## src/rtl/pss_gen_pkg.sv

```systemverilog
// pss_gen_pkg: shared constants, state type and offset helper for the NR PSS generator.
package pss_gen_pkg;
  localparam int PSS_LEN = 127;
  localparam logic [6:0] LFSR_INIT = 7'b1110110;
  localparam int TAP_A = 0;
  localparam int TAP_B = 4;
  localparam logic [6:0] NID_STEP = 7'd43;
  typedef enum logic [1:0] {IDLE, SEEK, RUN} state_e;
  function automatic logic [6:0] seek_len(input logic [1:0] nid);
    return nid == 2'd0 ? 7'd0 : nid == 2'd1 ? NID_STEP : NID_STEP << 1;
  endfunction
endpackage

```

## src/rtl/pss_lfsr.sv

```systemverilog
// pss_lfsr: 7-bit Fibonacci LFSR, bit 0 is the current x(i), bit 6 is x(i+6).
module pss_lfsr
  import pss_gen_pkg::*;
(
  input  logic clk_i,
  input  logic reset_i,
  input  logic load_i,
  input  logic step_i,
  output logic x_o
);
  logic [6:0] sr_q, sr_d;
  always_comb sr_d = load_i ? LFSR_INIT : step_i ? {sr_q[TAP_B] ^ sr_q[TAP_A], sr_q[6:1]} : sr_q;
  always_ff @(posedge clk_i or posedge reset_i) begin
    if (reset_i) sr_q <= LFSR_INIT;
    else sr_q <= sr_d;
  end
  assign x_o = sr_q[0];
endmodule

```

## src/rtl/pss_gen.sv

```systemverilog
// pss_gen: streams one 127-sample BPSK NR PSS per start request over AXI-Stream.
// Define PSS_GEN_INDEX_EN to add m_axis_out_tuser carrying the sample index.
module pss_gen
  import pss_gen_pkg::*;
#(
  parameter int OUT_DW = 32,
  parameter logic signed [15:0] AMP = 16'sd8192
) (
  input  logic              clk_i,
  input  logic              reset_i,
  input  logic              start_i,
  input  logic [1:0]        N_id_2_i,
  output logic              busy_o,
  output logic [OUT_DW-1:0] m_axis_out_tdata,
  output logic              m_axis_out_tvalid,
  input  logic              m_axis_out_tready,
  output logic              m_axis_out_tlast
`ifdef PSS_GEN_INDEX_EN
  ,
  output logic [6:0]        m_axis_out_tuser
`endif
);
  localparam int H = OUT_DW / 2;
  localparam logic signed [H-1:0] AMP_W = H'(AMP);
  state_e state_q, state_d;
  logic [6:0] off_q, off_d, cnt_q, cnt_d;
  logic load, step, x, run, last;
  logic signed [H-1:0] re;
  assign run = state_q == RUN;
  assign last = cnt_q == 7'(PSS_LEN - 1);
  always_comb begin
    state_d = state_q;
    off_d = off_q;
    cnt_d = cnt_q;
    load = 1'b0;
    step = 1'b0;
    case (state_q)
      IDLE: if (start_i && N_id_2_i != 2'd3) begin
        load = 1'b1;
        off_d = seek_len(N_id_2_i);
        cnt_d = '0;
        state_d = N_id_2_i == 2'd0 ? RUN : SEEK;
      end
      SEEK: begin
        step = 1'b1;
        off_d = off_q - 7'd1;
        state_d = off_q == 7'd1 ? RUN : SEEK;
      end
      RUN: if (m_axis_out_tready) begin
        step = 1'b1;
        cnt_d = last ? 7'd0 : cnt_q + 7'd1;
        state_d = last ? IDLE : RUN;
      end
      default: state_d = IDLE;
    endcase
  end
  always_ff @(posedge clk_i or posedge reset_i) begin
    if (reset_i) begin
      state_q <= IDLE;
      off_q <= '0;
      cnt_q <= '0;
    end else begin
      state_q <= state_d;
      off_q <= off_d;
      cnt_q <= cnt_d;
    end
  end
  pss_lfsr u_lfsr (
    .clk_i  (clk_i),
    .reset_i(reset_i),
    .load_i (load),
    .step_i (step),
    .x_o    (x)
  );
  // outputs derive from the registered state so reset clears them asynchronously
  assign re = x ? -AMP_W : AMP_W;
  assign m_axis_out_tdata = run ? {{(OUT_DW - H){1'b0}}, re} : '0;
  assign m_axis_out_tvalid = run;
  assign m_axis_out_tlast = run && last;
  assign busy_o = state_q != IDLE;
`ifdef PSS_GEN_INDEX_EN
  assign m_axis_out_tuser = run ? cnt_q : '0;
`endif
endmodule

```

## config.mk

```make
export PLATFORM = sky130hd
export DESIGN_NAME = pss_gen
export DESIGN_NICKNAME = d
export VERILOG_FILES = /design/src/rtl/pss_gen_pkg.sv /design/src/rtl/pss_lfsr.sv /design/src/rtl/pss_gen.sv
export SDC_FILE = /design/constraint.sdc
export NUM_CORES = 1
export LEC_CHECK = 0
export BUFFER_PORTS_ARGS = -buffer_cell sky130_fd_sc_hd__buf_2
export CORE_ASPECT_RATIO = 1.2
export CORE_UTILIZATION = 57
export CTS_BUF_LIST = sky130_fd_sc_hd__clkbuf_8 sky130_fd_sc_hd__clkbuf_16
export CTS_CLUSTER_SIZE = 14
export DETAILED_ROUTE_END_ITERATION = 8
export GPL_ROUTABILITY_DRIVEN = 0
export PLACE_DENSITY = 0.85
export SYNTH_ARGS = -nofsm -noshare
export SYNTH_HDL_FRONTEND = slang
export SYNTH_SLANG_ARGS = --single-unit
```

## constraint.sdc

```tcl
create_clock -name clk_i -period 3.65 [get_ports clk_i]
set_input_delay 0.1825 -clock clk_i [delete_from_list [all_inputs] [get_ports clk_i]]
set_output_delay 0.1825 -clock clk_i [all_outputs]
set_load 0.05 [all_outputs]
```

==> Word-level counts from Yosys, hierarchy flattened <==
Index checks and enable logic that the tools add are counted.
{ "totals": {"input_bits": 6, "reg_bits": 23, "wordCells": 48} }
{ "op_classes": {"n_reduce_logical": 11, "n_bitwise": 1, "n_mux": 22, "addsub": 2, "eq_ne": 8} }
{ "op_table": {"columns": ["operator", "count"], "rows": [
  ["$mux 7", 8],
  ["$mux 16", 2],
  ["$pmux 7 s2", 2],
  ["$mux 2", 5],
  ["$reduce_bool 2->1", 4],
  ["$add 7x1->7 const B", 1],
  ["$eq 7x1->1 const B", 1],
  ["$eq 7x7->1 const B", 1],
  ["$sub 7x1->7 const B", 1],
  ["$ne 2x2->1 const B", 3],
  ["$pmux 2 s3", 1],
  ["$eq 2x1->1 const B", 2],
  ["$logic_not 2->1", 2],
  ["$reduce_and 2->1", 2],
  ["$mux 1", 3],
  ["$reduce_and 3->1", 1],
  ["$eq 2x2->1 const B", 1],
  ["$logic_and 1x1->1", 2],
  ["$pmux 1 s2", 1],
  ["$xor 1x1->1", 1]
]} }

==> Longest topological paths before layout <==
Gate-level depths: netlist of run 1.
{ "depth": {"ltp_word": 5, "mapped_depth": 7} }

==> Cells and area by module <==
From an unflattened synthesis of run 1, not the netlist that was laid out.
{ "hier_totals": {"cells_unflattened": 181, "hier_area_um2": 1609.0} }
{ "by_module_without_submodules": {"columns": ["mod", "cells_each", "seq_area_each_um2", "instances", "area_per_inst_um2"], "rows": [
  ["pss_gen", 156, 400.4, 1, 1306.3],
  ["pss_lfsr", 25, 181.4, 1, 302.8]
]} }

==> Least setup slack after synthesis of run 1 <==
OpenSTA, ideal clock, no wires.
{ "synth_timing": {"kind": "reg-to-reg", "startpoint": "register state_q[0]", "endpoint": "register cnt_q[4]", "period_less_slack_ns": 2.186, "stages_incl_launch_ff": 7, "slack_ns": 1.464, "arrival_ns": 2.056, "setup_ns": 0.130, "cell_sequence": "dfrtp_1 inv_1 ha_1 buf_2 and4_1 o21ba_2 a21oi_1"} }
{ "synth_between": {"elab_chain_len": 3} }
{ "synth_lines": {"columns": ["item", "line", "source"], "rows": [
  ["from (decl)", "pss_gen.sv:25", "state_e state_q, state_d;"],
  ["from (signal assigned)", "pss_gen.sv:63", "state_q <= state_d;"],
  ["$eq 2x2->1 (*)", null, null],
  ["via m_axis_out_tvalid", "pss_gen.sv:15", "output logic m_axis_out_tvalid,"],
  ["$ne 2x2->1 (no source line) or $reduce_bool 2->1 (tied branches)", null, null],
  ["$reduce_and 3->1 (no source line)", null, null],
  ["to (signal assigned)", "pss_gen.sv:65", "cnt_q <= cnt_d;"],
  ["to (decl)", "pss_gen.sv:26", "logic [6:0] off_q, off_d, cnt_q, cnt_d;"]
]} }
Mark *: on every way through the listed nets, which the timed path passes. The rest lies on a longest branch.
A chain may end at the register's enable or synchronous reset.

==> Worst setup path in the final report of run 1 <==
{ "layout_timing": {"startpoint": "register state_q[0]", "endpoint": "register state_q[1]"} }
{ "layout_between": {"elab_chain_len": 3} }
{ "layout_lines": {"columns": ["item", "line", "source"], "rows": [
  ["$eq 2x2->1 or $logic_not 2->1 (tied branches)", "pss_gen.sv:37", "case (state_q)"],
  ["$ne 2x2->1 (no source line)", null, null],
  ["$reduce_and 2->1 (no source line)", null, null]
]} }
Several ways; a longest one is shown, not always the timed one.

==> results of run 1 <==
==> final cells by class <==
type,instances,area share
clock buffers,3,0.0255
flip-flops and latches,23,0.359
repair buffers,11,0.0340
clock inverters,1,0.00309
well taps,33,0.0255
multi-input cells,142,0.527
inverters,11,0.0255
==> worst paths after layout <==
check	start	slack [ns]	cells after the start	endpoint
min	reset_i	0.08	2	cnt_q[5]
max	state_q[0]	1.47	6	state_q[1]
max in group asynchronous	reset_i	3.02	2	u_lfsr.sr_q[3]
min reg2reg	u_lfsr.sr_q[6]	0.50	2	u_lfsr.sr_q[6]
min in group clk_i	m_axis_out_tready	0.25	3	cnt_q[1]
max reg2reg	state_q[0]	1.47	6	state_q[1]
==> kinds of logic (layout without fill, tap and decap cells) <==
kind of cell | Yosys count | after routing
AO/OA/AOI/OAI | 47 | 47
XOR/XNOR | 1 | 1
adder cells (fa/ha/maj) | 8 | 8
buffers and inverters | 48 | 26
flip-flops | 23 | 23
multiplexers | 8 | 8
other | 1 | 29
AND/OR/NAND/NOR | 49 | 49
==> sequential cells by signal (all words and copies together), names as in the netlist <==
register and count:
cnt_q 7, off_q 7, state_q 2, u_lfsr.sr_q 7
==> critical path, stage by stage, from the launching register on <==
cell,delay [ns]
dfrtp_1,0.42
inv_1,0.10
ha_1,0.39
inv_1,0.17
o22ai_2,0.47
mux2_2,0.40
a31oi_1,0.14
==> where the power goes <==
part / leakage (nW) / internal (mW) / total [mW] / switching (mW)
sequential: 0.280 / 0.361 / 0.451 / 0.0895
combinational: 0.477 / 0.219 / 0.688 / 0.469
clock: 0.0255 / 0.0765 / 0.164 / 0.0879
total: 0.783 / 0.656 / 1.30 / 0.647
==> layer usage <==
layer  up-vias  part of all wire  wire length [microns]  track usage
met5         -                 0                      0            0
met4         0             0.028                     85        0.147
met3         7             0.033                    103       0.0201
met2        38              0.54                   1670        0.429
met1       627              0.40                   1230        0.248
li1        598                 -                      -            -
==> placed cells by master (no fill, tap or decap), types with 2 or more instances in the layout <==
cell type / instances
clkbuf_8: 3
o21ai_0: 12
buf_2: 11
o31ai_1: 5
nand2_1: 11
nor2_1: 14
nand3_1: 3
and4_1: 3
nand2b_1: 2
a21oi_1: 10
and2_1: 2
ha_1: 8
or3_1: 2
mux2i_1: 7
nand4_1: 3
conb_1: 29
or4_1: 3
a31oi_1: 6
inv_1: 11
nor3_1: 4
dfrtp_1: 18
dfstp_2: 5
o211ai_1: 2
o22a_1: 2
==> reports/results.ini, run 1 <==
[run_status]
outcome = completed

[power]
finalPower_mw = 1.30
power_density_nw_per_um2 = 805
p_leak_nw = 0.783
irDropWorstVdd_mv = 0.389

[placement]
placed_area_sq_um = 1570
dp_hpwl_microns = 2360
pre_cts_ws_ns = 1.50
placed_cells = 220
port_buffers = 11

[logic_synthesis]
synth_cell_types = 40
syn_avg_cell_area_sq_um = 8.81
synth_sequential_area_ratio = 0.357
synth-edff-count = 0
synth_area_leaders = dfrtp_1 28%, buf_4 14%, dfstp_2 8.1%
syn_inst = 185
synth_xor_area_frac = 0.00537
synth_top_family_by_area = compound AO/OA/AOI/OAI gates
synthTopCellsByCount = 31 x buf_4, 18 x dfrtp_1, 14 x nor2_1
synth_ff_type = dfrtp_1
synth_seq_cells = 23
syn-cell-area_sq_um = 1630
synthSimpleGateAreaFrac = 0.151
synth-adder-area-share = 0.0614
synthMuxAreaShare = 0.0499
synth_top_area_share = 0.276
yosys_warnings = 0
ys_async_sr_fraction = 1.00
yosysMostFrequentCell = buf_4
synth-compound-area-share = 0.189
synth_area_leader_cell = dfrtp_1

[timing]
min_period_over_period = 0.598
worst_pin_slew_ns = 0.885
final.setup.worst_slack_ns = 1.47
rsz0062_at_grt = no
drv_slew = 0
setup_viol = 0
holdWs_ns = 0.0813
finalSetupTns_ns = 0
fmax_mhz = 458
min_period_ns = 2.18
slew-limit-headroom = 0.409
hold_viol = 0
fin_worst_skew_ns = 0.00771

[final_layout]
area_growth_pct = -0.691
fin_util = 0.616
area.sequential_sq_um = 582
instances_no_fill = 224
final_cell_area_sq_um = 1620
drive_above_1_share = 0.131
nFillCells = 255
multi_input_area_sq_um = 853
layout.nets = 206
diodes = 0

[floorplan]
rows = 20
dieArea_sq_um = 3080
initial_core_util = 0.620
fp.dieH_microns = 60.6
io_pins = 41
fp.coreArea_sq_um = 2630
die_x_microns = 50.8

[clock_tree]
cts_root_buf = clkbuf_8
clock-sinks = 23
path_clk_slew_ns = 0.09
cts_hold_buf = 0
cts_setup_buffers = 0
cts_tree = yes
clock_path_buffers = 2
insertion_delay_ns = 0.27
htree_levels = 1
cts_buffers = 3
cts_resized = 0

[routing]
wire_per_inst_microns = 13.8
detail_route.wirelength_microns = 3090
firstDrtPassIters = 4
drtIter0Drc = 60
drc = 0
ant_nets = 0
via_count = 1270
viasPerCell = 5.67

[global_routing]
grt_overflow = 0
grt_usage = 0.228
grt_max_degree = 24
antenna_found_initial = 0
grt_pass1_wl_microns = 5240
grt_pass1_vias = 1228

[setup_path]
cp-end-kind = flip-flop
path_max_fanout = 17
arrival_ns = 2.38
worst_ep_required_time_ns = 3.84
cp-start-kind = flip-flop
path_class = reg -> reg

[run]
drv_cap = 0

[min_path]
hold_class = in -> async

No activity file was read; power rests on OpenSTA's default activity.
==> inputs of run 2 (changes only) <==
ABC_AREA = 1   (was unset)
CORE_UTILIZATION = 48   (was 57)
PLACE_DENSITY = 0.76   (was 0.85)
clock period = 2 ns   (was 3.65 ns; I/O delays follow)
==> run 2 against run 1 <==
Die area grew 21%. Sequential cell count is the same. Largest cell class unchanged. Critical path type is now reg -> out. Combinational power grew 77%. Routed wire length shrank 7.6%. First-iteration DRC count shrank 23%. Count of clock-buffer cells in the layout is the same. Clock power grew 71%. Setup slack lost 1.2 ns. Power grew 79%. Largest power group unchanged. Highest routed layer unchanged. Critical path depth shrank 1.
==> reports/results.ini, run 2 <==
[clock_tree]
cts_root_buf = clkbuf_8
clock-sinks = 23  ; unchanged
clock_path_buffers = 2  ; unchanged
cts_tree = yes
cts_resized = 0  ; unchanged
insertion_delay_ns = 0.26  ; about the same
cts_setup_buffers = 0  ; unchanged
path_clk_slew_ns = 0.08  ; about the same
cts_buffers = 3  ; unchanged
cts_hold_buf = 1  ; +1
htree_levels = 1  ; unchanged

[final_layout]
most-common-layout-cells = 46 x nand2_1, 29 x conb_1, 26 x nor2_1, 26 x inv_1, 18 x dfrtp_1
drive_above_1_share = 0.143  ; +0.0126
layout.nets = 252  ; +22%
area_growth_pct = 1.19
reg.largest.list = cnt_q: 7 flops, off_q: 7 flops, u_lfsr.sr_q: 7 flops
layout_commonest_cell = nand2_1
diodes = 0  ; unchanged

[min_path]
min_from = N_id_2_i[0]
hold_class = in -> reg
worst_hold_path.endpoint = off_q[1]
hold_depth = 3

[timing]
drv_slew = 0  ; unchanged
hold_viol = 0  ; unchanged
final.setup.worst_slack_ns = 0.225  ; -1.24 ns
setup_viol = 0  ; unchanged
fin_worst_skew_ns = 0.00195  ; -0.00576 ns
min_period_over_period = 0.888
fmax_mhz = 563
min_period_ns = 1.78
finalSetupTns_ns = 0  ; unchanged
rsz0062_at_grt = no

[logic_synthesis]
synth_cell_types = 26  ; -35%
ys_async_sr_fraction = 1.00  ; unchanged
synth_ff_type = dfrtp_1
syn-cell-area_sq_um = 1680  ; +3.0%
synth_area_leader_cell = dfrtp_1
synth_top_area_share = 0.268  ; -0.00803
synth_area_leaders = dfrtp_1 27%, buf_4 14%, nand2_1 10%
syn_inst = 225  ; +22%
syn_avg_cell_area_sq_um = 7.46  ; -15%
yosys_warnings = 0  ; unchanged
synth_sequential_area_ratio = 0.346  ; -0.0104
yosysMostFrequentCell = nand2_1
synth-edff-count = 0  ; unchanged
synthTopCellsByCount = 46 x nand2_1, 32 x buf_4, 27 x nor2_1
synth_seq_cells = 23  ; unchanged

[routing]
firstDrtPassIters = 4  ; unchanged
detail_route.wirelength_microns = 2860  ; -7.6%
wl_met2_microns = 1340  ; -20%
drtIter0Drc = 46  ; -23%
met3_length_microns = 83  ; -19%
ant_nets = 0  ; unchanged
wire_per_inst_microns = 10.4  ; -24%
top_layer = met4
wl_met1_microns = 1410  ; +15%
via_count = 1276  ; +0.47%
viasPerCell = 4.66  ; -18%
drc = 0  ; unchanged

[setup_path]
worst_ep_required_time_ns = 1.90  ; -1.94 ns
path_max_fanout = 10  ; -7
path_class = reg -> out
reg2reg_from = state_q[1]
arrival_ns = 1.68  ; -0.70 ns
worstRegToRegCells = 6  ; unchanged
r2r_end = off_q[1]
max_stage_delay_ns = 0.42  ; -0.05 ns
cp_cell_sequence = inv_1, ha_1, inv_1, nor2_2, buf_2
crit_slowest_cell = dfrtp_1
ff2ff_setup_slack_ns = 0.31  ; -1.16 ns
cp-end-kind = output pin
path_common_cell = inv_1
cp-start-kind = flip-flop

[floorplan]
rows = 23  ; +15%
dieArea_sq_um = 3740  ; +21%
io_pins = 41  ; unchanged
die_x_microns = 56.0  ; +10%
fp.coreArea_sq_um = 3340  ; +27%
fp.dieH_microns = 66.8  ; +10%
initial_core_util = 0.503  ; -0.117

[global_routing]
grt_usage = 0.163  ; -0.0653
grt_overflow = 0  ; unchanged
grt_pass1_vias = 1170  ; -4.7%
grt_pass1_wl_microns = 4900  ; -6.5%
antenna_found_initial = 0  ; unchanged
grt_max_degree = 24  ; unchanged

[placement]
pre_cts_ws_ns = 0.348  ; -1.15 ns
port_buffers = 11  ; unchanged
dp_hpwl_microns = 2280  ; -3.6%

[run]
drv_cap = 0  ; unchanged

[power]
p_leak_nw = 0.945  ; +21%
power_density_nw_per_um2 = 1370  ; +70%
irDropWorstVdd_mv = 0.671  ; +73%

[run_status]
outcome = completed

-- run 2: cell count changes after synthesis, moves of 5 or more --
cell | before | now
o31ai_1 | 5 | 0
mux2i_1 | 7 | 0
nor2_1 | 14 | 27
inv_1 | 11 | 25
a31oi_1 | 6 | 1
nand3_1 | 3 | 15
nand2_2 | 0 | 7
nand2_1 | 11 | 46
-- run 2: metrics by stage --
| step | power (mW) | area (sq um) | std cells | util | hold WS [ns] |
|---|---|---|---|---|---|
| floorplan | 1.90 | 1790 | 253 | - | 0.0982 |
| global placement | 2.03 | 1640 | 269 | 0.493 | 0.152 |
| detailed placement | 2.06 | 1640 | 269 | 0.493 | 0.157 |
| CTS | 2.35 | 1700 | 274 | 0.509 | 0.140 |
| global route | 2.55 | 1700 | 274 | 0.509 | 0.193 |
| finish | 2.33 | 1700 | 274 | 0.509 | 0.152 |
-- run 2: area by class of cell --
cell class                      count  area (sq um)
Clock buffer                        3          41.3
Clock inverter                      1          3.75
Fill cell                         337          1640
Inverter                           27           101
Multi-Input combinational cell    170           852
Sequential cell                    23           582
Tap cell                           37          46.3
Timing Repair Buffer               13          72.6
-- run 2: power by group --
part	switching, mW	leakage [nW]	internal, mW
clock	0.143	0.0269	0.137
combinational	0.845	0.640	0.373
sequential	0.147	0.278	0.683
total	1.13	0.945	1.19
-- run 2: cells by family after synthesis --
family | share of synthesized area
adders and majority gates | 0.0596
other | 0.00223
and+or+nand+nor | 0.270
AOI/OAI and AO/OA | 0.0909
buffers and inverters | 0.210
xor gates and xnor gates | 0.0209
DFF | 0.346
-- run 2: worst max path at each step --
stage	endpoint	from	slack, ns	cells past startpoint
final	m_axis_out_tlast	state_q[0]	0.22	5
after global routing	m_axis_out_tlast	state_q[0]	0.12	5
after CTS	m_axis_out_tlast	state_q[0]	0.23	5
after detailed placement	off_q[1]	state_q[1]	0.35	6
after global placement	off_q[1]	state_q[1]	0.35	6
after floorplan	m_axis_out_tdata[15]	state_q[0]	0.05	6
-- run 2: worst max-delay path: cells and delay by family (launching register included) --
| kind | cells | cell delay, ns |
|---|---|---|
| buffers and inverters | 3 | 0.50 |
| DFF | 1 | 0.42 |
| adders and majority gates | 1 | 0.37 |
| and+or+nand+nor | 1 | 0.14 |
-- run 2: layer usage --
layer / GRT usage / up-vias
met5: 0 / -
met4: 0.0427 / 0
met3: 0.0272 / 4
met2: 0.281 / 20
met1: 0.212 / 583
li1: - / 669
==> inputs of run 3 (changes only) <==
CORE_UTILIZATION = 57   (was 48)
PLACE_DENSITY = 0.84   (was 0.76)
clock period = 2.05 ns   (was 2 ns; I/O delays follow)
==> run 3 against run 2 <==
Combinational power hardly changed. Clock power is 2% lower. Sequential cell count is the same. Sequential share of layout area grew 0.33 points. Routed wire length increased by 1.3%.
==> reports/results.ini, run 3 (same netlist as run 2, synthesis figures left out) <==
[timing]
worst_pin_slew_ns = 0.847
rsz0062_at_grt = no
hold_viol = 0  ; unchanged
holdWs_ns = 0.00157  ; -0.150 ns
finalSetupTns_ns = 0  ; unchanged
fmax_mhz = 556
drv_slew = 0  ; unchanged
fin_worst_skew_ns = 0.00361  ; +0.00166 ns
slew-limit-headroom = 0.435
min_period_over_period = 0.877
setup_viol = 0  ; unchanged
min_period_ns = 1.80

[final_layout]
drive_above_1_share = 0.140  ; -0.00363
area_growth_pct = 0.223
layout.nets = 251  ; -0.40%
reg.largest.list = cnt_q: 7 flops, off_q: 7 flops, u_lfsr.sr_q: 7 flops
diodes = 0  ; unchanged
nFillCells = 268  ; -20%
most-common-layout-cells = 46 x nand2_1, 29 x conb_1, 27 x nor2_1
layout_commonest_cell = nand2_1

[global_routing]
grt_max_degree = 24  ; unchanged
met3_usage = 0.0222  ; -0.00496
grt_pass1_vias = 1170  ; unchanged
antenna_found_initial = 0  ; unchanged
grt_pass1_wl_microns = 4890  ; -0.29%
grt_util_met2 = 0.375  ; +0.0935
grt_usage = 0.207  ; +0.0439
grt_overflow = 0  ; unchanged
busiest_layer = met2
grtUsageMet1 = 0.248  ; +0.0357

[clock_tree]
clock-sinks = 23  ; unchanged
cts_resized = 0  ; unchanged
path_clk_slew_ns = 0.08  ; about the same
clock_path_buffers = 2  ; unchanged
htree_levels = 1  ; unchanged
insertion_delay_ns = 0.26  ; about the same
cts_root_buf = clkbuf_8
cts_tree = yes
cts_buffers = 3  ; unchanged
cts_setup_buffers = 0  ; unchanged
cts_hold_buf = 0  ; -1

[setup_path]
path_class = reg -> out
cp-start-kind = flip-flop
path_max_fanout = 10  ; unchanged
arrival_ns = 1.69  ; about the same
cp-end-kind = output pin
worst_ep_required_time_ns = 1.95  ; +0.05 ns

[floorplan]
io_pins = 41  ; unchanged
initial_core_util = 0.603  ; +0.0999
dieArea_sq_um = 3170  ; -15%
rows = 21  ; -8.7%
die_x_microns = 51.5  ; -7.9%
fp.coreArea_sq_um = 2790  ; -17%
fp.dieH_microns = 61.5  ; -8.0%

[placement]
port_buffers = 11  ; unchanged
dp_hpwl_microns = 2240  ; -1.9%

[routing]
drc = 0  ; unchanged
viasPerCell = 4.94  ; +6.2%
detail_route.wirelength_microns = 2890  ; +1.3%
drtIter0Drc = 45  ; -2.2%
firstDrtPassIters = 4  ; unchanged
wire_per_inst_microns = 10.7  ; +2.8%
ant_nets = 0  ; unchanged
via_count = 1335  ; +4.6%

[run_status]
outcome = completed

[power]
combPwrFrac = 0.528  ; +0.005
p_leak_nw = 0.941  ; -0.42%
p_sw_frac = 0.490  ; +0.00293
irDropWorstVdd_mv = 0.757  ; +13%
power.share.clock = 0.119  ; about the same
p_int_mw = 1.17  ; -1.8%
p_seq_frac = 0.353  ; -0.003
p_switching_mw = 1.13  ; -0.64%
power_density_nw_per_um2 = 1370  ; -0.28%

[min_path]
hold_class = in -> async

[run]
drv_cap = 0  ; unchanged

[run 3: cell types whose count changed in the layout (fill, tap and decap cells not counted)]
cell	before	now
nor2_1	26	27
dlygate4sd3_1	1	0
nor2_2	1	0
[run 3: cell type report]
class / instances / area [sq um] / share of cell area
clock inverter: 1 / 3.75 / 0.00223
multi-input combinational: 170 / 850 / 0.505
timing repair buffer: 12 / 62.6 / 0.0372
sequential: 23 / 582 / 0.346
tap: 34 / 42.5 / 0.0253
inverter: 27 / 101 / 0.0602
clock buffer: 3 / 41.3 / 0.0245
[run 3: power groups by stage]
stage / Sequential [mW] / Clock [mW] / Combinational [mW]
finish: 0.811 / 0.274 / 1.21
global route: 0.840 / 0.299 / 1.37
CTS: 0.811 / 0.284 / 1.22
detailed placement: 0.820 / 0 / 1.21
global placement: 0.810 / 0 / 1.18
floorplan: 0.776 / 0 / 1.07
[run 3: path summary, 6_finish.rpt]
kind                           startpoint               end  slack (ns)  depth (start not counted)
max in group asynchronous         reset_i    u_lfsr.sr_q[3]        1.53                          2
max reg2reg                    state_q[0]    u_lfsr.sr_q[3]        0.35                          8
max                            state_q[0]  m_axis_out_tlast        0.25                          5
min                               reset_i        state_q[1]       0.002                          2
min reg2reg                u_lfsr.sr_q[1]    u_lfsr.sr_q[1]        0.48                          2
min in group clk_i            N_id_2_i[0]          off_q[1]        0.17                          3
[run 3: metal layers]
metal	vias to the layer above	wire, microns
met1	632	1290
met2	30	1460
met4	0	42
li1	668	-
met3	5	98
met5	-	0
[run 3: stage by stage]
step	total power, mW	setup slack (ns)	cells	util	instance area (sq um)
after floorplan	1.85	0.0237	253	-	1780
after global placement	1.99	0.430	266	0.588	1640
after detailed placement	2.03	0.367	266	0.588	1640
after CTS	2.31	0.249	270	0.604	1680
after global routing	2.51	0.121	270	0.604	1680
final	2.30	0.253	270	0.604	1680
[run 3: critical path, cell delays in order, from the launching register on]
cell and delay, ns:
dfrtp_1 0.42, inv_1 0.10, ha_1 0.38, inv_1 0.12, nor2_1 0.13, buf_2 0.27
